File: config.mk
export PLATFORM = sky130hd
export DESIGN_NAME = fpu_result_buffer
export DESIGN_NICKNAME = d
export VERILOG_FILES = /design/src/rtl/fpu_pkg.sv /design/src/rtl/fpu_result_classifier.sv /design/src/rtl/fpu_result_buffer.sv
export SDC_FILE = /design/constraint.sdc
export NUM_CORES = 1
export LEC_CHECK = 0
export CAP_MARGIN = 0
export CELL_PAD_IN_SITES_DETAIL_PLACEMENT = 1
export CELL_PAD_IN_SITES_GLOBAL_PLACEMENT = 1
export CORE_MARGIN = 2
export CORE_UTILIZATION = 47
export CTS_BUF_LIST = sky130_fd_sc_hd__clkbuf_16
export DETAILED_ROUTE_END_ITERATION = 8
export GPL_TIMING_DRIVEN = 0
export PLACE_DENSITY = 0.83
export SYNTH_ARGS = -nofsm -noshare
export SYNTH_HDL_FRONTEND = slang
export SYNTH_SLANG_ARGS = --single-unit
File: constraint.sdc
create_clock -name clock_100KHz -period 8.65 [get_ports clock_100KHz]
set_input_delay 1.73 -clock clock_100KHz [delete_from_list [all_inputs] [get_ports clock_100KHz]]
set_output_delay 1.73 -clock clock_100KHz [all_outputs]
set_load 0.005 [all_outputs]
File: src/rtl/fpu_pkg.sv
// Shared FPU result-buffer definitions: word layout, status codes,
// capture FSM states and result classes.
package fpu_pkg;

  localparam int EXP_W    = 10;
  localparam int MANT_W   = 21;
  localparam int EXP_BIAS = 511;

  localparam logic [EXP_W-1:0] EXP_MAX = 10'h3FF;

  typedef struct packed {
    logic              sign;
    logic [EXP_W-1:0]  exp;
    logic [MANT_W-1:0] mant;
  } fpu_word_t;

  typedef enum logic [3:0] {
    BUSY      = 4'b0000,
    EXACT     = 4'b0001,
    OVERFLOW  = 4'b0010,
    UNDERFLOW = 4'b0100,
    INEXACT   = 4'b1000
  } status_t;

  typedef enum logic [1:0] {
    ARMED,
    SETTLING,
    HOLD
  } cap_state_t;

  typedef enum logic [2:0] {
    CLS_ZERO       = 3'b000,
    CLS_INF        = 3'b001,
    CLS_NAN        = 3'b010,
    CLS_NORMAL     = 3'b011,
    CLS_NEG_ZERO   = 3'b100,
    CLS_NEG_INF    = 3'b101,
    CLS_NEG_NORMAL = 3'b111
  } class_t;

  // A status carries a result only when exactly one flag is set.
  function automatic logic status_is_result(
    input logic [3:0] s
  );
    return $onehot(s);
  endfunction

endpackage

File: src/rtl/fpu_result_classifier.sv
// Combinational classifier for a popped FPU word.
// Ports: word_i (fpu_word_t) -> class_o (ZERO/INF/NAN/NORMAL, +100 if negative, not for NAN).
module fpu_result_classifier
  import fpu_pkg::*;
(
  input  fpu_word_t word_i,
  output class_t    class_o
);

  logic [2:0] base;

  always_comb begin
    base = CLS_NORMAL;
    if (word_i.exp == '0) begin
      base = CLS_ZERO;
    end else if (word_i.exp == EXP_MAX) begin
      if (word_i.mant == '0) begin
        base = CLS_INF;
      end else begin
        base = CLS_NAN;
      end
    end
  end

  always_comb begin
    if (word_i.sign && (base != CLS_NAN)) begin
      class_o = class_t'(base | 3'b100);
    end else begin
      class_o = class_t'(base);
    end
  end

endmodule

File: src/rtl/fpu_result_buffer.sv
// Captures one settled {status,result} per FPU operation into a FIFO drained by a pop handshake.
// Ports: clock_100KHz, reset (sync, high); fpu_data_in[31:0], fpu_status_in[3:0]; rd_en;
// rd_data/rd_status/rd_valid (registered); empty, full, count, drop_cnt, proto_err.
// Build option RESULT_CLASSIFY_EN adds rd_class[2:0], registered with rd_data.
module fpu_result_buffer
  import fpu_pkg::*;
#(
  parameter int DEPTH  = 4,
  parameter int SETTLE = 2
) (
  input  logic                     clock_100KHz,
  input  logic                     reset,
  input  logic [31:0]              fpu_data_in,
  input  logic [3:0]               fpu_status_in,
  input  logic                     rd_en,
  output logic [31:0]              rd_data,
  output logic [3:0]               rd_status,
  output logic                     rd_valid,
  output logic                     empty,
  output logic                     full,
  output logic [$clog2(DEPTH):0]   count,
  output logic [7:0]               drop_cnt,
  output logic                     proto_err
`ifdef RESULT_CLASSIFY_EN
  ,
  output logic [2:0]               rd_class
`endif
);

  localparam int AW = $clog2(DEPTH);
  localparam int PW = AW + 1;
  localparam int SW = (SETTLE < 2) ? 1 : $clog2(SETTLE + 1);

  // ---------------- capture FSM ----------------
  cap_state_t  state_q, state_d;
  logic [31:0] snap_data_q, snap_data_d;
  logic [3:0]  snap_stat_q, snap_stat_d;
  logic [SW-1:0] stab_q, stab_d;
  logic [SW-1:0] stab_inc;

  logic in_zero;
  logic in_valid;
  logic in_match;
  logic push_req;
  logic proto_set;

  assign in_zero  = (fpu_status_in == BUSY);
  assign in_valid = status_is_result(fpu_status_in);
  assign in_match = (fpu_data_in == snap_data_q) &&
                    (fpu_status_in == snap_stat_q);
  assign stab_inc = stab_q + 1'b1;

  always_ff @(posedge clock_100KHz) begin
    if (reset) begin
      state_q     <= ARMED;
      snap_data_q <= '0;
      snap_stat_q <= '0;
      stab_q      <= '0;
    end else begin
      state_q     <= state_d;
      snap_data_q <= snap_data_d;
      snap_stat_q <= snap_stat_d;
      stab_q      <= stab_d;
    end
  end

  always_comb begin
    state_d     = state_q;
    snap_data_d = snap_data_q;
    snap_stat_d = snap_stat_q;
    stab_d      = stab_q;
    unique case (state_q)
      ARMED: begin
        if (in_valid) begin
          snap_data_d = fpu_data_in;
          snap_stat_d = fpu_status_in;
          stab_d      = SW'(1);
          // With SETTLE=1 the first valid cycle is already settled.
          state_d     = (SETTLE <= 1) ? HOLD : SETTLING;
        end
      end
      SETTLING: begin
        if (in_match) begin
          stab_d = stab_inc;
          if (stab_inc == SW'(SETTLE)) begin
            state_d = HOLD;
          end
        end else if (in_valid) begin
          snap_data_d = fpu_data_in;
          snap_stat_d = fpu_status_in;
          stab_d      = SW'(1);
        end else begin
          state_d = ARMED;
        end
      end
      HOLD: begin
        if (in_zero) begin
          state_d = ARMED;
        end
      end
      default: state_d = ARMED;
    endcase
  end

  always_comb begin
    push_req  = 1'b0;
    proto_set = 1'b0;
    unique case (state_q)
      ARMED: begin
        push_req  = in_valid && (SETTLE <= 1);
        proto_set = !in_zero && !in_valid;
      end
      SETTLING: begin
        push_req  = in_match && (stab_inc == SW'(SETTLE));
        proto_set = !in_match && !in_zero && !in_valid;
      end
      default: begin
        push_req  = 1'b0;
        proto_set = 1'b0;
      end
    endcase
  end

  // ---------------- FIFO ----------------
  logic [31:0]   data_mem [DEPTH];
  logic [3:0]    stat_mem [DEPTH];
  logic [PW-1:0] wr_ptr_q, rd_ptr_q;
  logic [PW-1:0] wr_ptr_d, rd_ptr_d;
  logic [AW-1:0] wr_idx, rd_idx;
  logic          empty_q, full_q;
  logic [31:0]   rd_data_q;
  logic [3:0]    rd_status_q;
  logic          rd_valid_q;
  logic [7:0]    drop_q;
  logic          proto_q;
  logic          do_pop, do_push, do_drop;

  assign wr_idx = wr_ptr_q[AW-1:0];
  assign rd_idx = rd_ptr_q[AW-1:0];

  // A pop on a full FIFO frees the slot the same-cycle push needs.
  assign do_pop  = rd_en && !empty_q;
  assign do_push = push_req && (!full_q || do_pop);
  assign do_drop = push_req && full_q && !do_pop;

  assign wr_ptr_d = do_push ? wr_ptr_q + 1'b1 : wr_ptr_q;
  assign rd_ptr_d = do_pop  ? rd_ptr_q + 1'b1 : rd_ptr_q;

  always_ff @(posedge clock_100KHz) begin
    if (do_push && !reset) begin
      data_mem[wr_idx] <= fpu_data_in;
      stat_mem[wr_idx] <= fpu_status_in;
    end
  end

  always_ff @(posedge clock_100KHz) begin
    if (reset) begin
      wr_ptr_q    <= '0;
      rd_ptr_q    <= '0;
      empty_q     <= 1'b1;
      full_q      <= 1'b0;
      rd_data_q   <= '0;
      rd_status_q <= '0;
      rd_valid_q  <= 1'b0;
      drop_q      <= '0;
      proto_q     <= 1'b0;
    end else begin
      wr_ptr_q   <= wr_ptr_d;
      rd_ptr_q   <= rd_ptr_d;
      empty_q    <= (wr_ptr_d == rd_ptr_d);
      full_q     <= (wr_ptr_d[AW] != rd_ptr_d[AW]) &&
                    (wr_ptr_d[AW-1:0] == rd_ptr_d[AW-1:0]);
      rd_valid_q <= do_pop;
      if (do_pop) begin
        rd_data_q   <= data_mem[rd_idx];
        rd_status_q <= stat_mem[rd_idx];
      end
      if (do_drop && (drop_q != 8'hFF)) begin
        drop_q <= drop_q + 8'd1;
      end
      if (proto_set) begin
        proto_q <= 1'b1;
      end
    end
  end

`ifdef RESULT_CLASSIFY_EN
  class_t     head_class;
  logic [2:0] rd_class_q;

  fpu_result_classifier u_classifier (
    .word_i  (fpu_word_t'(data_mem[rd_idx])),
    .class_o (head_class)
  );

  always_ff @(posedge clock_100KHz) begin
    if (reset) begin
      rd_class_q <= '0;
    end else if (do_pop) begin
      rd_class_q <= head_class;
    end
  end

  assign rd_class = rd_class_q;
`endif

  assign rd_data   = rd_data_q;
  assign rd_status = rd_status_q;
  assign rd_valid  = rd_valid_q;
  assign empty     = empty_q;
  assign full      = full_q;
  assign count     = wr_ptr_q - rd_ptr_q;
  assign drop_cnt  = drop_q;
  assign proto_err = proto_q;

endmodule

==> run metrics <==
outcome complete, no violations; CP Capture Type register; Worst-Margin Slew 982 ps; Overflow after GRT 0; Die Ht 148 µm; Final ANT Viol Nets 0; Initial Util between 40% and 50%; # port buffers approximately 90; vias between 6k and 7k; Synth Area in Simple Gates 12.1%; Mean Syn Cell Area about 14 µm²; CP Class input pin to register; ratio of cells with drive above 1 in the final layout between 10% and 20%; post-synthesis adder-cell area fraction 1.82%; post-synthesis sequential area ratio roughly 63%; WL/cell 22.9 µm; max-cap violation count 0; #FFs+latches synth about 240; final hold violations 0; Syn Nets slightly below 800; Peak VDD IR 0.167 mV; PwrDens around 200 mW/mm²; worst slack, placed 2960 ps; Placed Cells around 1.1k; Startpoint Class input pin; DRC errors left 0; # rows between 50 and 60; All-Layer GR Usage between 20% and 30%; Async SR Flop Fraction 0%; Area Overhead vs Synth 21.2%; Post-synth EDFFs 144; Most used DFF post-synth edfxtp_1; Yosys warning total 0; cts hold-fix bufs 0; mux contribution to synthesized area around an eighth; Layout Skew ~24 ps; RSZ-0062 raised after global routing no; CTS tree done; n_diodes 0; largest net degree at the start of global routing 20; Peak Freq around 190 MHz; final setup fails 0; die footprint approximately 0.022 mm²; clk sinks 238; Final period util approximately three fifths; min cycle time layout approximately 5200 ps; core box area slightly above 0.02 mm²; CTS Buf Count 25; CP Data Required Time 8860 ps; first-pass iteration count of the detailed router 5; setup ws final between 3000 and 4000 ps; first-pass GRT wire length 40800 µm; post-detailed-routing wire length 25900 µm; Final Total Pwr roughly 0.0023 W; H-tree depth 1; Synth area leaders edfxtp_1 (44%), dfxtp_1 (19%), mux4_2 (8.3%), nand2b_1 (4.8%), mux2i_1 (3.9%); CP Max Fanout 19; post-synthesis cell type count 40; nets@finish ~900; vias per cell around 5.6; Post-DP Area ~0.011 mm²; vias in the first global route 7190; critical path arrival about 5500 ps; most common cell after layout, fill and taps aside edfxtp_1; Max Slew Vio Count 0; fin cells ~1.1k; Root Driver clkbuf_16; share of the synthesized area in the top cell type 44.2%; post-synthesis compound-gate area fraction around 3.5%; largest family of logic cells by synthesized area multiplexers; clk buf depth 3; largest area contributor in the netlist edfxtp_1; Post CTS Setup Buffer Count 0; DRT iter0 DRCs 333; RePlAce Congestion between 0.8 and 0.9; commonest cells after routing, fill and taps aside edfxtp_1 (144), dfxtp_1 (94), clkdlybuf4s50_1 (88), nand2_1 (83), nand2b_1 (75); clock transition at the registers of the reported paths 60 ps; XOR/XNOR share of the synthesized area 4.21%; worst hold path class register to register; post-route cell area ~0.012 mm²; Post-Synthesis Cells between 700 and 800; Static Leakage ~3.8 nW; initial antenna violation count 0; IO Pins 90; post-cts sizing count 0; DP HPWL between 15000 and 20000 µm; Min Hold Slack roughly 450 ps; clock latency on the worst-skew pair around 530 ps; worst rel slew slack between 30% and 40%; die width ~150 µm; Cell Area, Synth between 0.009 and 0.01 mm²
[cell families (layout without fill, tap and decap cells)]
| group | count (synthesis) | count (layout) |
|---|---|---|
| DFF | 238 | 238 |
| and+or+nand+nor | 226 | 226 |
| muxes | 79 | 79 |
| AOI/OAI and AO/OA | 61 | 61 |
| buffers and inverters | 55 | 197 |
| xor gates and xnor gates | 47 | 47 |
| adders and majority gates | 13 | 13 |
[path summary, 6_finish.rpt]
path / startpoint / end / slack (ps) / cells after the start
worst max register to register: snap_data_q[0]$_SDFFE_PP0P_ / data_mem[0][13]$_DFFE_PP_ / 4950 / 8
worst max-delay path: fpu_data_in[0] / data_mem[0][13]$_DFFE_PP_ / 3400 / 9
worst min-delay path: rd_data[1]$_SDFFE_PP0P_ / rd_data[1]$_SDFFE_PP0P_ / 450 / 2
worst min register to register: rd_data[1]$_SDFFE_PP0P_ / rd_data[1]$_SDFFE_PP0P_ / 450 / 2
[state kept, by name, indices dropped and copies added (netlist names), 3 cells and up]
signal       flops
data_mem       128
drop_cnt         8
rd_data         32
rd_ptr_q         3
rd_status        4
snap_data_q     32
snap_stat_q      4
stat_mem        16
wr_ptr_q         3
[Yosys cell counts, types with 3 or more instances]
library cell / count
nor2b_1: 3
ha_1: 11
a21oi_1: 47
edfxtp_1: 144
and2_1: 3
o31ai_1: 6
nand2_1: 83
nor3_1: 6
nor2_1: 14
nand3_1: 9
mux4_2: 36
xor2_1: 12
buf_2: 5
nor4_1: 7
xnor2_1: 35
nand2b_1: 75
buf_1: 6
clkbuf_1: 28
or4_1: 6
mux2_2: 3
dfxtp_1: 94
nand4_1: 10
mux2i_1: 38
inv_1: 16
[metal layers]
metal  GRT usage (%)  vias to the layer above  part of all wire, %
met5               0                        -                    0
met1            29.9                     3223                   40
met4            7.81                        0                  2.3
li1                -                     2841                    -
met3            3.22                       41                  4.1
met2            44.4                      184                   54
[report_power, final]
group	internal, W	total, W	switching (W)
clock network	0.000521	0.000945	0.000424
logic	0.0000690	0.000161	0.0000919
registers	0.00122	0.00124	0.0000161
total	0.00181	0.00234	0.000532
[through the flow]
stage | util (%) | setup TNS (ps)
after floorplan | - | 0
after global placement | 54.2 | -80160
after global routing | 58.4 | 0
final | 58.4 | 0
after CTS | 58.4 | 0
after detailed placement | 54.9 | 0
[cell type report]
| class | count | area (µm²) |
|---|---|---|
| Multi-Input combinational cell | 426 | 3370 |
| Tap cell | 270 | 338 |
| Sequential cell | 238 | 6210 |
| Clock buffer | 25 | 626 |
| Fill cell | 2000 | 8450 |
| Timing Repair Buffer | 97 | 1010 |
| Clock inverter | 20 | 83.8 |
| Inverter | 16 | 60.1 |
| Buffer | 39 | 153 |
[worst max-delay path: stages]
cell,delay [ps]
clkdlybuf4s50_1,640
xor2_1,190
or4_1,600
or4_4,470
or3_1,380
buf_2,190
nor3_1,320
and2_2,650
buf_16,250
(Power assumes the default switching activity.)
